<file path="src/rtl/imem_fetch_ctrl.sv">
// imem_fetch_ctrl
//   Sequences the instruction memory of the single-cycle MIPS core.
//   LOAD: accepts a program image over a valid/ready stream and writes it
//         word by word into memory starting at index 0.
//   RUN : drives the fetch address (= pc) and selects the next pc from
//         sequential, branch or jump inputs.
//   HALT: pc frozen until restart (back to LOAD) or rst.
// Ports
//   clk, rst                      clock, synchronous active-high reset
//   load_valid/data/last/ready    loader stream
//   mem_we/waddr/wdata            memory write port (combinational in LOAD)
//   mem_addr, mem_instr           fetch address out, fetched word in
//   instr, instr_valid            instruction to decode
//   pc, pc_plus4                  current pc and pc+4 (mod 2^32)
//   stall, branch_*, jump*        next-pc controls
//   halt_req, restart             run control
//   state                         LOAD=00 RUN=01 HALT=10
//   err_overflow                  sticky: image filled memory without load_last
module imem_fetch_ctrl #(
    parameter int unsigned DEPTH_LOG2 = 8,
    parameter logic [31:0] RESET_PC   = 32'h0
) (
    input  logic                  clk,
    input  logic                  rst,
    input  logic                  load_valid,
    input  logic [31:0]           load_data,
    input  logic                  load_last,
    output logic                  load_ready,
    output logic                  mem_we,
    output logic [DEPTH_LOG2-1:0] mem_waddr,
    output logic [31:0]           mem_wdata,
    output logic [31:0]           mem_addr,
    input  logic [31:0]           mem_instr,
    output logic [31:0]           instr,
    output logic                  instr_valid,
    output logic [31:0]           pc,
    output logic [31:0]           pc_plus4,
    input  logic                  stall,
    input  logic                  branch_taken,
    input  logic [31:0]           branch_target,
    input  logic                  jump,
    input  logic [31:0]           jump_target,
    input  logic                  halt_req,
    input  logic                  restart,
    output logic [1:0]            state,
    output logic                  err_overflow
);

    typedef enum logic [1:0] {
        LOAD = 2'b00,
        RUN  = 2'b01,
        HALT = 2'b10
    } state_e;

    localparam logic [DEPTH_LOG2-1:0] PTR_MAX = '1;
    localparam logic [31:0]           WORD_MASK = 32'hFFFF_FFFC;

    state_e                state_q, state_d;
    logic [DEPTH_LOG2-1:0] ptr_q,   ptr_d;
    logic [31:0]           pc_q,    pc_d;
    logic                  err_q,   err_d;

    always_ff @(posedge clk) begin
        if (rst) begin
            state_q <= LOAD;
            ptr_q   <= '0;
            pc_q    <= RESET_PC;
            err_q   <= 1'b0;
        end else begin
            state_q <= state_d;
            ptr_q   <= ptr_d;
            pc_q    <= pc_d;
            err_q   <= err_d;
        end
    end

    always_comb begin
        state_d     = state_q;
        ptr_d       = ptr_q;
        pc_d        = pc_q;
        err_d       = err_q;
        load_ready  = 1'b0;
        mem_we      = 1'b0;
        instr_valid = 1'b0;
        unique case (state_q)
            LOAD: begin
                load_ready = 1'b1;
                if (load_valid) begin
                    mem_we = 1'b1;
                    if (load_last || ptr_q == PTR_MAX) begin
                        // Last slot filled without load_last: run anyway, flag it.
                        state_d = RUN;
                        pc_d    = RESET_PC;
                        ptr_d   = '0;
                        if (!load_last) begin
                            err_d = 1'b1;
                        end
                    end else begin
                        ptr_d = ptr_q + 1'b1;
                    end
                end
            end
            RUN: begin
                instr_valid = !halt_req;
                // A redirect seen under stall is dropped; requester re-presents it.
                if (halt_req) begin
                    state_d = HALT;
                end else if (stall) begin
                    pc_d = pc_q;
                end else if (jump) begin
                    pc_d = jump_target & WORD_MASK;
                end else if (branch_taken) begin
                    pc_d = branch_target & WORD_MASK;
                end else begin
                    pc_d = pc_q + 32'd4;
                end
            end
            HALT: begin
                if (restart) begin
                    state_d = LOAD;
                    ptr_d   = '0;
                    err_d   = 1'b0;
                end
            end
            default: begin
                state_d = LOAD;
            end
        endcase
    end

    assign mem_waddr    = ptr_q;
    assign mem_wdata    = load_data;
    assign mem_addr     = pc_q;
    assign pc           = pc_q;
    assign pc_plus4     = pc_q + 32'd4;
    assign instr        = mem_instr;
    assign state        = state_q;
    assign err_overflow = err_q;

endmodule

</file>
<file path="config.mk">
export PLATFORM = sky130hd
export DESIGN_NAME = imem_fetch_ctrl
export DESIGN_NICKNAME = d
export VERILOG_FILES = /design/src/rtl/imem_fetch_ctrl.sv
export SDC_FILE = /design/constraint.sdc
export NUM_CORES = 1
export LEC_CHECK = 0
export CAP_MARGIN = 25
export CORE_MARGIN = 5
export CORE_UTILIZATION = 30
export CTS_CLUSTER_SIZE = 14
export DETAILED_ROUTE_END_ITERATION = 16
export PLACE_DENSITY = 0.78
export SLEW_MARGIN = 20
export SYNTH_ARGS = -nofsm -noshare
export SYNTH_HDL_FRONTEND = slang
export SYNTH_SLANG_ARGS = --single-unit
</file>
<file path="constraint.sdc">
create_clock -name clk -period 1.85 [get_ports clk]
set_input_delay 0.4625 -clock clk [delete_from_list [all_inputs] [get_ports clk]]
set_output_delay 0.4625 -clock clk [all_outputs]
set_load 0.005 [all_outputs]
</file>
==> results list <==
* Synthesized-area fraction occupied by and/or/nand/nor cells: 22.04%
* VDD IR max: 0.4847 mV
- Crit path time final: 2232 ps
- TritonCTS clock tree: built
- Final hold analysis gives a worst-case slack of 497.8 ps.
- Number of maximum-capacitance violations: 0
- Static timing analysis puts the maximum clock frequency at 448.0 MHz.
* Setup slack of the critical path after layout: -382.3 ps
* Count of pins over their slew limit: 0
- Synth area leader: sky130_fd_sc_hd__dfxtp_1
* Most used flip-flop cell after synthesis: sky130_fd_sc_hd__dfxtp_1
- Last weighted congestion value of the routability-driven placer: 0.8078
- R2R Path Start: state[0]
* Share of cell area taken by muxes after synthesis: 1.066%
- GRT Resource Usage Total: 22.10%
- Across the routed clock network, the largest skew measured is 10.31 ps.
- Of the total synthesized cell area, the portion taken by full adders, half adders and majority gates is 0.6660%.
- Via count of the first global-routing pass: 4746
- The cell sitting at the root of the clock tree is a sky130_fd_sc_hd__clkbuf_16.
- The initial utilization of the core area, before any placement, comes to 30.90%.
- Die area: 14860 um2
* Hold-fix buffer count after cts: 0
- Design area: 6995 um2
- For this design the ratio of total power to cell area is 368.2 nW/um2.
- The tightest min-delay check is of the primary input to flop type.
- The clock drives 41 sinks.
- Summing the areas of all xor and xnor instances in the mapped netlist gives 7.925% of the synthesized area.
- The Yosys step of the flow raised 0 warnings.
* Static Leakage: 0.003202 uW
- Seq/Total Area, Yosys: 21.84%
- Number of synthesized flops with an enable pin: 0
- Number of antenna violations at the first check in global routing: 0
* Post-DP HPWL: 12670 um
- Post-DR vias/cell: 5.063
- DRC: 0
- Number of storage elements in the synthesis netlist: 41
- The H-tree was split into 2 levels.
* Reg2reg path depth: 7
- The most common cell in the synthesized netlist is sky130_fd_sc_hd__buf_4.
- The detail route stage leaves a number of antenna-violating nets equal to 0.
- The path with the worst hold slack has its endpoint at state[1].
- Largest cells by area after synthesis: sky130_fd_sc_hd__dfxtp_1 (22%), sky130_fd_sc_hd__buf_4 (21%), sky130_fd_sc_hd__xnor2_1 (5.4%), sky130_fd_sc_hd__nor2_1 (4.6%), sky130_fd_sc_hd__o21ai_0 (3.3%)
- Post-synthesis compound-gate area fraction: 21.41%
* Antenna cell count: 0
- Placement Rows: 40
* CP arrival: 1770 ps
* Net total in the final layout: 870
* Cell area after synthesis: 3757 um2
* Layout cell share with drive strength beyond 1: 43.58%
- The final-report hold violation count is 0.
* Final Routed Wirelength: 17270 um
- The first global-routing pass estimated 25810 um of wire.
- Setup violations remaining at the end of the flow were counted as 28.
- Clock network latency to the later pin of the worst-skew pair: 290 ps
- Yosys top cell area share: 21.84%
- Area growth, synth to finish: 86.18%
- Total via count in the routed design: 4557
* Detailed router's first-iteration violation count: 283
* Final critical-path share of the clock period: 120.7%
- Of all nets on the critical path, the largest fanout is 6.
- The netlist uses 68 different library cells.
- The checks that failed: negative setup slack.
- Timing analysis after detailed placement gives a worst setup slack of -626.4 ps.
* Top post-synthesis cells by count: sky130_fd_sc_hd__buf_4 (104), sky130_fd_sc_hd__nor2_1 (46), sky130_fd_sc_hd__dfxtp_1 (41)
- 311 I/O pins were placed.
- Worst hold path depth: 3
- Endpoint of the worst-slack reg-to-reg timing path: mem_addr[3]
- In this run the tool buffered the top-level ports with 172 buffer cells.
* Maximum number of pins on one net before global-route repair: 14
* Average instance area after synthesis: 7.668 um2
* Main combinational cell family by area after synthesis: buffers and inverters
- Path type of the worst setup path: flop to output pin
- Post-Place Cell Area: 5809 um2
- Data on the critical path is required at its endpoint by 1390 ps.
- Global route total overflow: 0
* DIE HEIGHT: 121.9 um
- Clock buffer count from CTS: 5
- Maximum buffer depth of the clock tree: 2
* Hold Path Origin: halt_req
- Nature of the critical path endpoint: output pin
- Overall power: 2576 uW
- Number of iterations in the first detailed-routing pass: 4
- After technology mapping, the gate count stands at 490.
* Unrepaired setup endpoints after global routing: true
- After floorplanning, the core was sized to cover 12160 um2.
- Clock-pin slew was measured on the worst setup and hold paths at 70 ps.
* Routed length per instance: 19.19 um
- Setup slack on the worst reg-to-reg path comes out at -40 ps.
* Die Wd: 121.9 um
- Type of origin of the critical path: flop
* Share of the core filled with cells in the final layout: 57.52%
- Outcome: finished, violations left
- Async set or reset register ratio after synthesis: 0%
worst max-delay path: stages (launching register included):
cell and delay [ps]:
sky130_fd_sc_hd__dfxtp_4 370, sky130_fd_sc_hd__nand4_1 140, sky130_fd_sc_hd__nor3_2 220, sky130_fd_sc_hd__buf_6 150, sky130_fd_sc_hd__buf_12 120, sky130_fd_sc_hd__nand4_1 140
sky130_fd_sc_hd__xnor2_2 190, sky130_fd_sc_hd__buf_2 140
cell usage in the layout (no fill, tap or decap), types with 5 or more instances in the layout:
| cell type | Yosys | layout |
|---|---|---|
| sky130_fd_sc_hd__buf_2 | 7 | 30 |
| sky130_fd_sc_hd__nor2_1 | 46 | 35 |
| sky130_fd_sc_hd__inv_1 | 9 | 8 |
| sky130_fd_sc_hd__conb_1 | 1 | 6 |
| sky130_fd_sc_hd__a21oi_1 | 24 | 21 |
| sky130_fd_sc_hd__clkdlybuf4s50_1 | 0 | 126 |
| sky130_fd_sc_hd__a21o_1 | 5 | 5 |
| sky130_fd_sc_hd__nand2_1 | 23 | 18 |
| sky130_fd_sc_hd__dfxtp_2 | 0 | 10 |
| sky130_fd_sc_hd__nor2_4 | 1 | 8 |
| sky130_fd_sc_hd__o21ai_0 | 25 | 12 |
| sky130_fd_sc_hd__nand3_4 | 1 | 6 |
| sky130_fd_sc_hd__dlygate4sd2_1 | 0 | 6 |
| sky130_fd_sc_hd__xnor2_1 | 23 | 14 |
| sky130_fd_sc_hd__dlymetal6s2s_1 | 0 | 10 |
| sky130_fd_sc_hd__a22o_1 | 8 | 8 |
| sky130_fd_sc_hd__nand3_1 | 20 | 13 |
| sky130_fd_sc_hd__dfxtp_1 | 41 | 26 |
| sky130_fd_sc_hd__nand2_4 | 1 | 5 |
| sky130_fd_sc_hd__a22oi_1 | 9 | 9 |
| sky130_fd_sc_hd__o22ai_1 | 7 | 6 |
| sky130_fd_sc_hd__buf_4 | 104 | 136 |
| sky130_fd_sc_hd__nand4_1 | 16 | 16 |
| sky130_fd_sc_hd__buf_6 | 2 | 37 |
| sky130_fd_sc_hd__xnor2_2 | 0 | 9 |
| sky130_fd_sc_hd__o21ai_1 | 1 | 10 |
| sky130_fd_sc_hd__clkbuf_16 | 0 | 5 |
| sky130_fd_sc_hd__dfxtp_4 | 0 | 5 |
| sky130_fd_sc_hd__xor2_1 | 11 | 7 |
| sky130_fd_sc_hd__nor3_1 | 7 | 5 |
how the worst max path moves through the flow:
stage                 startpoint           end  slack (ps)  cells after the start
finish              mem_addr[15]  pc_plus4[26]        -380                      7
global route        mem_addr[15]  pc_plus4[26]        -470                      7
CTS                  mem_addr[3]  pc_plus4[18]        -450                      6
detailed placement    load_valid   mem_addr[9]        -630                      7
global placement      load_valid        mem_we        -580                      4
floorplan            mem_addr[6]  pc_plus4[17]          -2                      5
per-layer routing:
layer / up-vias / wire length (um) / GRT usage, % / share of wire, %
met5: - / 0 / 0 / 0
met1: 2198 / 6868 / 25.77 / 40
met4: 0 / 645 / 9.454 / 3.7
met3: 57 / 1000 / 4.410 / 5.8
met2: 179 / 8756 / 39.19 / 51
li1: 2123 / - / - / -
report_power, final:
group          total [uW]  internal (uW)  switching, uW
clock                1020            640            380
sequential            900            890           10.7
combinational         655            373            282
sequential cells by signal (all words and copies together), names as in the netlist:
| name | cells |
|---|---|
| err_overflow | 1 |
| mem_addr | 30 |
| state | 2 |
| mem_waddr | 8 |
repair_timing:
action | 4_1_cts | 5_1_grt
pin swaps | 46 | 54
endpoints found under the setup margin | 66 | 67
setup buffers | 47 | 22
gates resized for setup | 210 | 106
gates cloned | 3 | 1
layout make-up:
class | count | area [um2]
clock buffer | 6 | 128.9
clock inverter | 2 | 38.79
fill | 1074 | 5166
inverter | 12 | 56.30
multi-input combinational | 318 | 2542
sequential | 41 | 852.1
tap | 168 | 210.2
timing repair buffer | 353 | 3167
per-stage QoR:
| step | setup TNS, ps | cells |
|---|---|---|
| 2_1_floorplan | -1.629 | 495 |
| 3_3_place_gp | -25710 | 835 |
| 3_5_place_dp | -27590 | 835 |
| 4_1_cts | -7925 | 885 |
| 5_1_grt | -9905 | 900 |
| 6_report | -6624 | 900 |
cells by family after synthesis:
kind of cell | Yosys count
and+or+nand+nor | 152
buffers and inverters | 138
AOI/OAI and AO/OA | 118
DFF | 41
xor gates and xnor gates | 34
muxes | 4
adders and majority gates | 2
other | 1
Note: power is estimated with default switching activity, not from simulation.
